<file path="config.mk">
export PLATFORM = sky130hd
export DESIGN_NAME = phys_free_list_flat
export DESIGN_NICKNAME = d
export VERILOG_FILES = /design/src/rtl/phys_free_list_if.sv /design/src/rtl/phys_free_list.sv /design/src/flat_wrapper.sv
export SDC_FILE = /design/constraint.sdc
export NUM_CORES = 1
export LEC_CHECK = 0
export ABC_CLOCK_PERIOD_IN_PS = 4570
export BUFFER_PORTS_ARGS = -buffer_cell sky130_fd_sc_hd__buf_2
export CORE_MARGIN = 2
export CORE_UTILIZATION = 35
export CTS_BUF_LIST = sky130_fd_sc_hd__clkbuf_4
export DETAILED_ROUTE_END_ITERATION = 16
export PLACE_DENSITY = 0.61
export SKIP_CTS_REPAIR_TIMING = 1
export SLEW_MARGIN = 40
export SYNTH_ARGS = -nofsm -noshare
export SYNTH_HDL_FRONTEND = slang
export SYNTH_SLANG_ARGS = --single-unit
export TNS_END_PERCENT = 50
</file>
<file path="constraint.sdc">
create_clock -name clk -period 4.57 [get_ports clk]
set_input_delay 0.2285 -clock clk [delete_from_list [all_inputs] [get_ports clk]]
set_output_delay 0.2285 -clock clk [all_outputs]
set_load 0.02 [all_outputs]
</file>
<file path="src/rtl/phys_free_list_if.sv">
// ---------------------------------------------------------------------------
// phys_free_list_if
//
// Groups the signals between the physical free list and its users: the
// rename stage (allocation), the two retire slots (release) and the
// status/error outputs.
//
// Handshake: a tag is popped at the posedge where alloc_req and alloc_valid
// are both high; alloc_tag is show-ahead and stays stable until that edge.
// A release slot hands over rel*_tag at the posedge where rel*_valid is
// high; there is no ready, the free list accepts or silently drops it.
//
// Modports:
//   master - rename/retire side: drives alloc_req and the release slots,
//            observes alloc_valid, alloc_tag, free_count, full, list_error.
//   slave  - the free list itself.
// ---------------------------------------------------------------------------
interface phys_free_list_if #(
    parameter int PREG_WIDTH = 6,
    parameter int PTR_WIDTH  = 5
);
    logic                  alloc_req;
    logic                  alloc_valid;
    logic [PREG_WIDTH-1:0] alloc_tag;
    logic                  rel0_valid;
    logic [PREG_WIDTH-1:0] rel0_tag;
    logic                  rel1_valid;
    logic [PREG_WIDTH-1:0] rel1_tag;
    logic [PTR_WIDTH:0]    free_count;
    logic                  full;
    logic                  list_error;

    modport master (
        output alloc_req, rel0_valid, rel0_tag, rel1_valid, rel1_tag,
        input  alloc_valid, alloc_tag, free_count, full, list_error
    );

    modport slave (
        input  alloc_req, rel0_valid, rel0_tag, rel1_valid, rel1_tag,
        output alloc_valid, alloc_tag, free_count, full, list_error
    );
endinterface

</file>
<file path="src/rtl/phys_free_list.sv">
// ---------------------------------------------------------------------------
// phys_free_list
//
// Circular FIFO of unallocated physical register tags. The rename stage pops
// fresh destination tags from the head; up to two retiring instructions per
// cycle push their previous mappings back at the tail.
//
// Ports:
//   clk  - clock, all state updates on posedge
//   rst  - synchronous, active-high reset
//   fl   - phys_free_list_if.slave: alloc_req/alloc_valid/alloc_tag,
//          rel0_valid/rel0_tag, rel1_valid/rel1_tag, free_count, full,
//          list_error
//
// Optional feature, macro FREE_LIST_CHECK_EN:
//   defined   - an "is free" bitmap catches double frees (dropped, flagged
//               in list_error and reported); overflow also flags list_error.
//   undefined - no bitmap, list_error tied to 0; overflow still dropped.
//
// DEPTH must be a power of two so head/tail wrap by plain overflow.
// ---------------------------------------------------------------------------
module phys_free_list #(
    parameter int PREG_WIDTH = 6,
    parameter int NUM_PREG   = 64,
    parameter int NUM_AREG   = 32,
    parameter int DEPTH      = NUM_PREG - NUM_AREG,
    parameter int PTR_WIDTH  = 5
) (
    input  logic          clk,
    input  logic          rst,
    phys_free_list_if.slave fl
);
    localparam logic [PTR_WIDTH:0] DEPTH_C = (PTR_WIDTH+1)'(DEPTH);

    logic [PREG_WIDTH-1:0] entry_q [DEPTH];
    logic [PTR_WIDTH-1:0]  head_q, head_d;
    logic [PTR_WIDTH-1:0]  tail_q, tail_d;
    logic [PTR_WIDTH-1:0]  slot1_ptr;
    logic [PTR_WIDTH:0]    count_q, count_d;
    logic [PTR_WIDTH:0]    room;
    logic                  pop;
    logic                  base0, base1;
    logic                  cand0, cand1;
    logic                  keep0, keep1;

    // Outputs come straight from registered state: no release-to-alloc bypass.
    assign fl.alloc_valid = (count_q != '0);
    assign fl.alloc_tag   = entry_q[head_q];
    assign fl.free_count  = count_q;
    assign fl.full        = (count_q == DEPTH_C);

    // A release needs its valid bit and a nonzero tag; x0 is never freed.
    assign base0 = fl.rel0_valid && (fl.rel0_tag != '0);
    assign base1 = fl.rel1_valid && (fl.rel1_tag != '0);

`ifdef FREE_LIST_CHECK_EN
    logic [NUM_PREG-1:0] free_q;
    logic                error_q;
    logic                dbl0, dbl1;
    logic                overflow;

    // Slot 1 is also a double free when it repeats slot 0's tag this cycle.
    assign dbl0  = base0 && free_q[fl.rel0_tag];
    assign dbl1  = base1 && (free_q[fl.rel1_tag] ||
                             (base0 && (fl.rel1_tag == fl.rel0_tag)));
    assign cand0 = base0 && !dbl0;
    assign cand1 = base1 && !dbl1;
    assign overflow = (cand0 && !keep0) || (cand1 && !keep1);
    assign fl.list_error = error_q;

    always_ff @(posedge clk) begin
        if (rst) begin
            for (int i = 0; i < NUM_PREG; i++) begin
                free_q[i] <= (i >= NUM_AREG);
            end
            error_q <= 1'b0;
        end else begin
            if (pop)   free_q[fl.alloc_tag] <= 1'b0;
            if (keep0) free_q[fl.rel0_tag]  <= 1'b1;
            if (keep1) free_q[fl.rel1_tag]  <= 1'b1;
            if (overflow || dbl0 || dbl1) error_q <= 1'b1;
            if (dbl0) $display("phys_free_list: double free of tag %0d (slot 0)", fl.rel0_tag);
            if (dbl1) $display("phys_free_list: double free of tag %0d (slot 1)", fl.rel1_tag);
        end
    end
`else
    assign cand0 = base0;
    assign cand1 = base1;
    assign fl.list_error = 1'b0;
`endif

    always_comb begin
        pop  = fl.alloc_req && (count_q != '0);
        // Occupancy after the pop; a pop frees one slot for a same-cycle release.
        room = count_q - (PTR_WIDTH+1)'(pop);
        // Slot 0 gets first claim on the remaining space.
        keep0 = cand0 && (room < DEPTH_C);
        keep1 = cand1 && ((room + (PTR_WIDTH+1)'(keep0)) < DEPTH_C);
        slot1_ptr = tail_q + PTR_WIDTH'(keep0);
        head_d  = head_q + PTR_WIDTH'(pop);
        tail_d  = tail_q + PTR_WIDTH'(keep0) + PTR_WIDTH'(keep1);
        count_d = room + (PTR_WIDTH+1)'(keep0) + (PTR_WIDTH+1)'(keep1);
    end

    always_ff @(posedge clk) begin
        if (rst) begin
            for (int i = 0; i < DEPTH; i++) begin
                entry_q[i] <= PREG_WIDTH'(NUM_AREG + i);
            end
            head_q  <= '0;
            tail_q  <= '0;
            count_q <= DEPTH_C;
        end else begin
            // When full with a concurrent pop, tail == head: the write lands
            // in the entry being popped, which was already read this cycle.
            if (keep0) entry_q[tail_q]    <= fl.rel0_tag;
            if (keep1) entry_q[slot1_ptr] <= fl.rel1_tag;
            head_q  <= head_d;
            tail_q  <= tail_d;
            count_q <= count_d;
        end
    end
endmodule

</file>
<file path="src/flat_wrapper.sv">
// flat-port wrapper written by rule: the top's interface ports become plain ports
module phys_free_list_flat 
#(
    parameter int PREG_WIDTH = 6,
    parameter int NUM_PREG   = 64,
    parameter int NUM_AREG   = 32,
    parameter int DEPTH      = NUM_PREG - NUM_AREG,
    parameter int PTR_WIDTH  = 5
)
  (clk, rst, fl_alloc_req, fl_rel0_valid, fl_rel0_tag, fl_rel1_valid, fl_rel1_tag, fl_alloc_valid, fl_alloc_tag, fl_free_count, fl_full, fl_list_error);
  phys_free_list_if #(.PREG_WIDTH(PREG_WIDTH), .PTR_WIDTH(PTR_WIDTH)) fl_i ();
  input  logic clk;
  input  logic rst;
  input wire logic [$bits(fl_i.alloc_req)-1:0] fl_alloc_req;
  input wire logic [$bits(fl_i.rel0_valid)-1:0] fl_rel0_valid;
  input wire logic [$bits(fl_i.rel0_tag)-1:0] fl_rel0_tag;
  input wire logic [$bits(fl_i.rel1_valid)-1:0] fl_rel1_valid;
  input wire logic [$bits(fl_i.rel1_tag)-1:0] fl_rel1_tag;
  output wire logic [$bits(fl_i.alloc_valid)-1:0] fl_alloc_valid;
  output wire logic [$bits(fl_i.alloc_tag)-1:0] fl_alloc_tag;
  output wire logic [$bits(fl_i.free_count)-1:0] fl_free_count;
  output wire logic [$bits(fl_i.full)-1:0] fl_full;
  output wire logic [$bits(fl_i.list_error)-1:0] fl_list_error;
  assign fl_i.alloc_req = fl_alloc_req;
  assign fl_i.rel0_valid = fl_rel0_valid;
  assign fl_i.rel0_tag = fl_rel0_tag;
  assign fl_i.rel1_valid = fl_rel1_valid;
  assign fl_i.rel1_tag = fl_rel1_tag;
  assign fl_alloc_valid = fl_i.alloc_valid;
  assign fl_alloc_tag = fl_i.alloc_tag;
  assign fl_free_count = fl_i.free_count;
  assign fl_full = fl_i.full;
  assign fl_list_error = fl_i.list_error;
  phys_free_list #(.PREG_WIDTH(PREG_WIDTH), .NUM_PREG(NUM_PREG), .NUM_AREG(NUM_AREG), .DEPTH(DEPTH), .PTR_WIDTH(PTR_WIDTH)) u_core (.clk(clk), .rst(rst), .fl(fl_i));
endmodule
</file>
==> results of run 1 <==
==> per-layer routing <==
| layer | part of all wire, % | GRT usage, % | wire length [um] |
|---|---|---|---|
| met5 | 0 | 0 | 0 |
| met4 | 3.1 | 7.63 | 1310 |
| met3 | 11 | 5.62 | 4770 |
| met2 | 43 | 32.4 | 18300 |
| met1 | 42 | 31.1 | 17800 |
==> cells by family (layout without fill, tap and decap cells) <==
group                    count (synthesis)  count (layout)  share of synthesized area, %
AND/OR/NAND/NOR                        434             434                          17.2
multiplexers                           247             247                          27.5
flip-flops                             208             208                          47.3
buffers and inverters                   95             219                          3.08
AO/OA/AOI/OAI                           41              41                          2.32
XOR/XNOR                                19              19                          1.29
adder cells (fa/ha/maj)                 13              13                          1.26
other                                    1               2                        0.0291
==> power by group <==
group	total [mW]	switching (mW)	internal [mW]
clock	1.68	0.813	0.867
sequential	2.28	0.126	2.16
combinational	1.64	1.01	0.629
==> synthesized netlist by cell type (all sizes together), types with 2 or more instances <==
master / n
buf: 23
xnor2: 10
a211o: 3
nor3: 21
nor4b: 7
nor2b: 8
and3: 8
or2: 5
nor2: 145
inv: 7
edfxtp: 192
a31oi: 11
nand3: 42
nand2b: 11
mux2: 187
clkbuf: 65
nand3b: 6
and2: 7
dfxtp: 16
a21oi: 4
nor3b: 3
nand4b: 4
mux4: 60
ha: 13
nor4: 10
xor2: 9
or3: 21
nand2: 124
o21ai: 3
o311ai: 3
o31ai: 2
nand4: 4
or4: 3
a311o: 2
o211ai: 9
==> tightest hold or removal path, cell delays in order <==
cell	delay, ns
buf_2	0.09
and2_4	0.14
ha_1	0.11
nor2b_1	0.11
==> registers in the layout (all words and copies together), names as in the netlist <==
name	flops
u_core.entry_q	192
u_core.fl.free_count	6
u_core.head_q	5
u_core.tail_q	5
==> area by class of cell <==
type	count	share of cell area [%]
Antenna cell	1	0.0170
Clock buffer	81	4.12
Clock inverter	19	0.678
Inverter	7	0.178
Multi-Input combinational cell	755	44.3
Sequential cell	208	41.3
Tap cell	468	3.97
Timing Repair Buffer	112	5.40
==> worst paths after layout <==
check / from / slack, ns / to / depth (start not counted)
worst min register to register: u_core.head_q[3] / 0.73 / u_core.head_q[3] / 2
worst max register to register: u_core.fl.free_count[2] / 0.14 / u_core.entry_q[10][4] / 16
worst min-delay path: fl_alloc_req / 0.02 / u_core.head_q[0] / 4
worst max-delay path: u_core.fl.free_count[2] / 0.14 / u_core.entry_q[10][4] / 16
==> stage by stage <==
stage / util, % / setup TNS, ns / setup slack, ns / hold WS (ns)
detailed placement: 38.3 / -0.137 / -0.0231 / 0.586
CTS: 40.3 / -0.302 / -0.0440 / -0.150
finish: 40.5 / 0 / 0.139 / 0.0214
global placement: 38.3 / 0 / 0.00871 / 0.588
floorplan: - / -0.0895 / -0.0141 / 0.450
global route: 40.5 / 0 / 0.00428 / 0.0518
==> results.sh, run 1 <==
export IMPL_antenna_found_initial=2
export IMPL_register_area_mm2=0.00610
export IMPL_min_period_ns=4.43
export IMPL_synth_edf_count=192
export IMPL_path_clk_slew_ns=0.06
export IMPL_grt_pass1_vias=9445
export IMPL_hold_viol=0
export IMPL_slew_headroom_pct=35.3
export IMPL_syn2layout_area_growth_pct=14.6
export IMPL_cts_tree="done"
export IMPL_wl_um=42200
export IMPL_vias=9699
export IMPL_end_kind="register"
export IMPL_numCtsBuffers=56
export IMPL_ir_drop_mv=0.312
export IMPL_crit_buf_inv=2
export IMPL_drt_pass1_iter_count=6
export IMPL_yosysTopAreaCell="edfxtp_1"
export IMPL_drive_gt1_share_pct=42.7
export IMPL_max_stage_delay_ns=0.49
export IMPL_cp_arrival_ns=4.90
export IMPL_post_route_drc_count=0
export IMPL_seq_area_frac_synth_pct=47.3
export IMPL_grt_pass1_wl_um=61600
export IMPL_maxCapViolCount=0
export IMPL_leakage_nw=4.54
export IMPL_cts_root_buffer_cell="clkbuf_4"
export IMPL_num_rows=70
export IMPL_synth_cell_types=59
export IMPL_htreeDepth=2
export IMPL_period_share_pct=97.0
export IMPL_hp_class="in -> reg"
export IMPL_cp_top_family="simple AND/OR/NAND/NOR gates"
export IMPL_dp_final_hpwl_um=28300
export IMPL_die_h_um=196
export IMPL_crit_chain="or3_4, or4_4, and2_4, ha_2, nand2b_4, or3_4, and3_4, and2_4, ha_4, nand2b_4, a2111o_1, and2_4, buf_12, or3_1, buf_4, mux2_4"
export IMPL_skew_ns=0.0715
export IMPL_synth_top_cells_by_area="edfxtp_1 45%, mux2_2 14%, mux4_2 10%"
export IMPL_grt_setup_unrepaired="false"
export IMPL_worst_pin_slew_ns=0.969
export IMPL_avgSynthCellArea_um2=12.2
export IMPL_clock_fmax_mhz=226
export IMPL_place_gp_congestion=0.916
export IMPL_postPlaceCellArea_mm2=0.0140
export IMPL_synth_flop_cell="edfxtp_1"
export IMPL_grt_start_max_net_pins=36
export IMPL_wire_per_inst_um=25.6
export IMPL_fin_nets=1170
export IMPL_final_area_mm2=0.0148
export IMPL_final_common_cell="edfxtp_1"
export IMPL_crit_type="reg -> reg"
export IMPL_slew_viol_final=0
export IMPL_clkLatencyLatePin_ns=0.72
export IMPL_clock_path_buffers=3
export IMPL_ant_nets=0
export IMPL_design_die_area_mm2=0.0383
export IMPL_start_util_pct=35.3
export IMPL_status="complete, no violations"
export IMPL_syn_inst=1058
export IMPL_synthesis_nets=1088
export IMPL_synth_top_area_share_pct=44.8
export IMPL_cts_sinks=208
export IMPL_num_fill_cells=3507
export IMPL_dieWidth_um=196
export IMPL_port_buffers=30
export IMPL_setup_viol=0
export IMPL_crit_path_frequent_cell="and2_4"
export IMPL_dp_cells=1545
export IMPL_grt_use_total_pct=21.9
export IMPL_required_ns=5.04
export IMPL_mostFrequentLayoutCells="192 x edfxtp_1, 163 x mux2_2, 137 x nor2_1, 123 x nand2_1, 81 x clkbuf_4"
export IMPL_io_pins=32
export IMPL_grt_overflow_total=0
export IMPL_crit_path_max_fanout=24
export IMPL_ys_ff_latch=208
export IMPL_dr_first_iter_drc_count=1010
export IMPL_final_cell_count_no_fill=1651
export IMPL_crit_slowest_cell="or4_4"
export IMPL_async_flop_share_pct=0
export IMPL_total_power_mw=5.61
export IMPL_via_per_inst=5.87
export IMPL_power_density_mw_per_mm2=380
export IMPL_multi_input_area_mm2=0.00654
export IMPL_worstSetupStartpointType="register"
export IMPL_core_area_mm2=0.0364
export IMPL_ys_warn_count=0
export IMPL_synth_area_mm2=0.0129
Note: power is estimated with default switching activity, not from simulation.
==> inputs of run 2 (changes only) <==
Settings changed: ABC_CLOCK_PERIOD_IN_PS 4570 to 4700, PLACE_DENSITY 0.61 to 0.6, SLEW_MARGIN 40 to 25.
Clock period 4.57 ns to 4.7 ns, I/O delays scaled along.
==> results.sh, run 2 (synthesis results as in run 1) <==
export IMPL_dr_first_iter_drc_count=1145
export IMPL_whs_endpoint="u_core.head_q[0]"
export IMPL_hold_viol=0
export IMPL_fin_nets=1174
export IMPL_core_area_mm2=0.0364
export IMPL_numCtsBuffers=57
export IMPL_timing_rr_end="u_core.entry_q[29][4]"
export IMPL_reg2reg_from="u_core.fl.free_count[4]"
export IMPL_postPlaceCellArea_mm2=0.0138
export IMPL_final_cell_count_no_fill=1656
export IMPL_htreeDepth=2
export IMPL_grt_pass1_wl_um=62400
export IMPL_power_density_mw_per_mm2=374
export IMPL_largest_register_ffs=192
export IMPL_min_period_ns=4.54
export IMPL_cts_root_buffer_cell="clkbuf_4"
export IMPL_port_buffers=30
export IMPL_ir_drop_mv=0.323
export IMPL_start_util_pct=35.3
export IMPL_design_die_area_mm2=0.0383
export IMPL_antenna_found_initial=2
export IMPL_grt_overflow_total=0
export IMPL_die_h_um=196
export IMPL_hp_class="in -> reg"
export IMPL_worst_pin_slew_ns=0.978
export IMPL_skew_ns=0.0576
export IMPL_dieWidth_um=196
export IMPL_maxCapViolCount=0
export IMPL_mostFrequentLayoutCells="192 x edfxtp_1, 163 x mux2_2, 142 x nor2_1, 122 x nand2_1, 82 x clkbuf_4"
export IMPL_path_clk_slew_ns=0.06
export IMPL_grt_setup_unrepaired="false"
export IMPL_via_per_inst=5.83
export IMPL_dp_final_hpwl_um=29100
export IMPL_drive_gt1_share_pct=42.9
export IMPL_worstRegToRegCells=16
export IMPL_final_common_cell="edfxtp_1"
export IMPL_crit_path_max_fanout=13
export IMPL_rrSetupSlack_ns=0.16
export IMPL_vias=9654
export IMPL_grt_pass1_vias=9392
export IMPL_cts_tree="done"
export IMPL_wl_um=43100
export IMPL_period_share_pct=96.6
export IMPL_final_area_mm2=0.0147
export IMPL_num_rows=70
export IMPL_met1_usage_pct=31.9
export IMPL_slew_headroom_pct=34.6
export IMPL_use_met2_pct=32.4
export IMPL_ant_nets=0
export IMPL_clock_fmax_mhz=220
export IMPL_top_usage_layer="met2"
export IMPL_clock_path_buffers=3
export IMPL_num_fill_cells=3472
export IMPL_post_route_drc_count=0
export IMPL_status="complete, no violations"
export IMPL_clkLatencyLatePin_ns=0.74
export IMPL_wire_per_inst_um=26.0
export IMPL_syn2layout_area_growth_pct=14.5
export IMPL_io_pins=32
export IMPL_crit_type="reg -> reg"
export IMPL_use_met3_pct=5.40
export IMPL_hold_depth=4
export IMPL_leakage_nw=4.55
export IMPL_slew_viol_final=0
export IMPL_drt_pass1_iter_count=5
export IMPL_grt_use_total_pct=22.2
export IMPL_total_power_mw=5.51
export IMPL_cp_arrival_ns=4.99
export IMPL_cts_sinks=208
export IMPL_end_kind="register"
export IMPL_top_register="u_core.entry_q"
export IMPL_grt_start_max_net_pins=37
export IMPL_required_ns=5.15
export IMPL_worstSetupStartpointType="register"
export IMPL_dp_cells=1536
export IMPL_setup_viol=0
export IMPL_worstHoldStart="fl_alloc_req"
export IMPL_place_gp_congestion=0.948
==> run 2: cell types whose count changed in the layout (fill, tap and decap cells not counted), sizes merged <==
cell	change
bufinv	-1
clkbuf	+1
buf	+3
clkinv	+2
==> run 2: power breakdown <==
part	switching [mW]	internal, mW	leakage (nW)
clock	0.825	0.804	0.428
combinational	1.03	0.655	2.40
sequential	0.0971	2.10	1.72
total	1.96	3.56	4.55
==> run 2: worst max-delay path by stage <==
stage                     cells after the start                      end                    start  slack, ns
final                                        16    u_core.entry_q[29][4]  u_core.fl.free_count[4]       0.16
after global routing                         16    u_core.entry_q[19][5]  u_core.fl.free_count[4]       0.02
after CTS                                    15    u_core.entry_q[12][3]  u_core.fl.free_count[4]       -0.1
after detailed placement                     15    u_core.entry_q[12][3]  u_core.fl.free_count[4]      -0.09
after global placement                       15    u_core.entry_q[12][0]  u_core.fl.free_count[4]       0.04
after floorplan                              23  u_core.fl.free_count[4]  u_core.fl.free_count[4]      -0.02
==> run 2: worst max-delay path, stage by stage (launching register included) <==
cell and delay, ns:
dfxtp_2 0.34, or3_4 0.38, or4_4 0.42, and2_1 0.20
ha_1 0.22, nand2b_1 0.14, or3_4 0.16, and3_4 0.18
and2_4 0.16, ha_2 0.19, nand2b_1 0.11, a2111o_1 0.43
and2_4 0.27, buf_4 0.17, or3_4 0.43, buf_4 0.18
mux2_4 0.29
==> run 2: layer usage <==
metal,up-vias,part of all wire [%]
met4,0,3.1
met1,4815,42
met5,-,0
li1,4154,-
met3,91,11
met2,594,44
==> run 2: area by class of cell <==
cell class	count	area (um2)	area share (%)
diodes	1	2.50	0.0170
clock buffers	82	616	4.17
clock inverters	20	87.6	0.594
inverters	7	26.3	0.178
multi-input cells	755	6510	44.2
flip-flops and latches	208	6100	41.3
well taps	468	586	3.97
repair buffers	115	820	5.56
==> run 2: per-stage QoR <==
step	worst slack, ns	hold WS [ns]	setup TNS, ns	util [%]
floorplan	-0.0177	0.456	-0.0177	-
global placement	0.0354	0.548	0	37.9
detailed placement	-0.0929	0.563	-1.54	37.9
CTS	-0.0980	-0.180	-1.41	39.8
global route	0.0170	0.0358	0	40.5
finish	0.159	0.0321	0	40.5
==> inputs of run 3 (changes only) <==
Settings changed: CORE_ASPECT_RATIO set to 2.
==> results.sh, run 3 (synthesis results as in run 1) <==
export IMPL_ant_nets=0
export IMPL_crit_path_max_fanout=6
export IMPL_core_area_mm2=0.0364
export IMPL_wire_per_inst_um=28.4
export IMPL_reg2reg_from="u_core.fl.free_count[4]"
export IMPL_hold_depth=4
export IMPL_worstHoldStart="fl_alloc_req"
export IMPL_maxCapViolCount=0
export IMPL_power_switching_mw=1.94
export IMPL_timing_rr_end="u_core.entry_q[26][5]"
export IMPL_cts_tree="done"
export IMPL_vias=9570
export IMPL_dpl_worst_slack_ns=-0.0445
export IMPL_total_power_mw=5.49
export IMPL_clock_fmax_mhz=220
export IMPL_clock_path_buffers=3
export IMPL_required_ns=5.16
export IMPL_io_pins=32
export IMPL_path_clk_slew_ns=0.07
export IMPL_cts_sinks=208
export IMPL_grt_pass1_vias=9939
export IMPL_multi_input_area_mm2=0.00649
export IMPL_finalWorstSetupSlack_ns=0.153
export IMPL_dr_first_iter_drc_count=1112
export IMPL_port_buffers=30
export IMPL_via_per_inst=5.87
export IMPL_cts_root_buffer_cell="clkbuf_4"
export IMPL_die_h_um=275
export IMPL_drt_pass1_iter_count=8
export IMPL_slew_viol_final=0
export IMPL_numCtsBuffers=48
export IMPL_num_fill_cells=3536
export IMPL_dieWidth_um=140
export IMPL_comb_power_share_pct=31.4
export IMPL_worst_pin_slew_ns=1.02
export IMPL_p_clk_share_pct=28.4
export IMPL_grt_start_max_net_pins=46
export IMPL_drive_gt1_share_pct=41.7
export IMPL_fin_nets=1169
export IMPL_period_share_pct=96.7
export IMPL_min_period_ns=4.55
export IMPL_design_die_area_mm2=0.0384
export IMPL_grt_pass1_wl_um=65900
export IMPL_syn2layout_area_growth_pct=14.0
export IMPL_setup_tns_ns=0
export IMPL_postPlaceCellArea_mm2=0.0139
export IMPL_leakage_nw=4.52
export IMPL_end_kind="register"
export IMPL_timing_hold_ws_ns=0.0678
export IMPL_register_area_mm2=0.00609
export IMPL_power_density_mw_per_mm2=374
export IMPL_ir_drop_mv=0.357
export IMPL_slew_headroom_pct=32.0
export IMPL_worstRegToRegCells=15
export IMPL_switching_share_pct=35.4
export IMPL_wl_um=46300
export IMPL_top_register="u_core.entry_q"
export IMPL_grt_overflow_total=0
export IMPL_worstSetupStartpointType="register"
export IMPL_place_gp_congestion=0.964
export IMPL_setup_viol=0
export IMPL_num_rows=99
export IMPL_largest_register_ffs=192
export IMPL_hold_viol=0
export IMPL_final_area_mm2=0.0147
export IMPL_dp_final_hpwl_um=32900
export IMPL_grt_use_total_pct=23.7
export IMPL_post_route_drc_count=0
export IMPL_antenna_found_initial=1
export IMPL_power_frac_seq_pct=40.1
export IMPL_final_common_cell="edfxtp_1"
export IMPL_clkLatencyLatePin_ns=0.73
export IMPL_crit_type="reg -> reg"
export IMPL_whs_endpoint="u_core.head_q[0]"
export IMPL_intPower_mw=3.55
export IMPL_hp_class="in -> reg"
export IMPL_cp_arrival_ns=5.00
export IMPL_htreeDepth=2
export IMPL_skew_ns=0.0444
export IMPL_mostFrequentLayoutCells="192 x edfxtp_1, 163 x mux2_2, 139 x nor2_1, 124 x nand2_1, 84 x buf_4"
export IMPL_rrSetupSlack_ns=0.15
export IMPL_start_util_pct=35.4
export IMPL_status="complete, no violations"
## run 3: critical path, stage by stage, from the launching register on
cell and delay (ns):
dfxtp_2 0.34, or3_4 0.39, or4_4 0.42, and2_1 0.20, ha_2 0.20, nand2b_1 0.13
or3_4 0.17, and3_4 0.17, and2_1 0.18, ha_2 0.21, nand2b_1 0.11, a2111o_1 0.46
and2_4 0.23, or4_1 0.59, buf_4 0.22, mux2_4 0.30
## run 3: worst max-delay path by stage
| stage | startpoint | to | slack [ns] | cells past startpoint |
|---|---|---|---|---|
| 6_report | u_core.fl.free_count[4] | u_core.entry_q[26][5] | 0.15 | 15 |
| 5_1_grt | u_core.fl.free_count[4] | u_core.entry_q[12][5] | -0.05 | 15 |
| 4_1_cts | u_core.fl.free_count[4] | u_core.entry_q[12][0] | -0.05 | 15 |
| 3_5_place_dp | u_core.fl.free_count[4] | u_core.entry_q[12][0] | -0.04 | 15 |
| 3_3_place_gp | u_core.fl.free_count[4] | u_core.entry_q[12][2] | 0.13 | 15 |
| 2_1_floorplan | u_core.fl.free_count[4] | u_core.fl.free_count[4] | -0.02 | 23 |
## run 3: through the flow
stage / util (%) / cells
after floorplan: - / 1058
final: 40.3 / 1629
after global placement: 38.1 / 1532
after global routing: 40.3 / 1629
after CTS: 39.9 / 1618
after detailed placement: 38.2 / 1533
## run 3: power by group through the flow
stage / Sequential (mW) / Clock [mW] / Combinational, mW
finish: 2.20 / 1.56 / 1.73
CTS: 2.20 / 1.58 / 1.63
global placement: 2.26 / 0 / 1.59
floorplan: 2.20 / 0 / 1.06
detailed placement: 2.24 / 0 / 1.63
global route: 2.21 / 1.64 / 1.80
## run 3: layout make-up
type                       instances  area share [%]
antenna                            1          0.0170
clock buffer                      71            3.63
clock inverter                    14           0.725
inverter                           7           0.179
multi-input combinational        756            44.2
sequential                       208            41.5
tap                              454            3.87
timing repair buffer             118            5.86
## run 3: layer usage
layer  track usage (%)  up-vias  wire, um
met5                 0        -         0
li1                  -     4141         -
met3              3.45      204      3200
met4              21.2        0      4800
met1              23.7     4688     14700
met2              42.6      537     23600
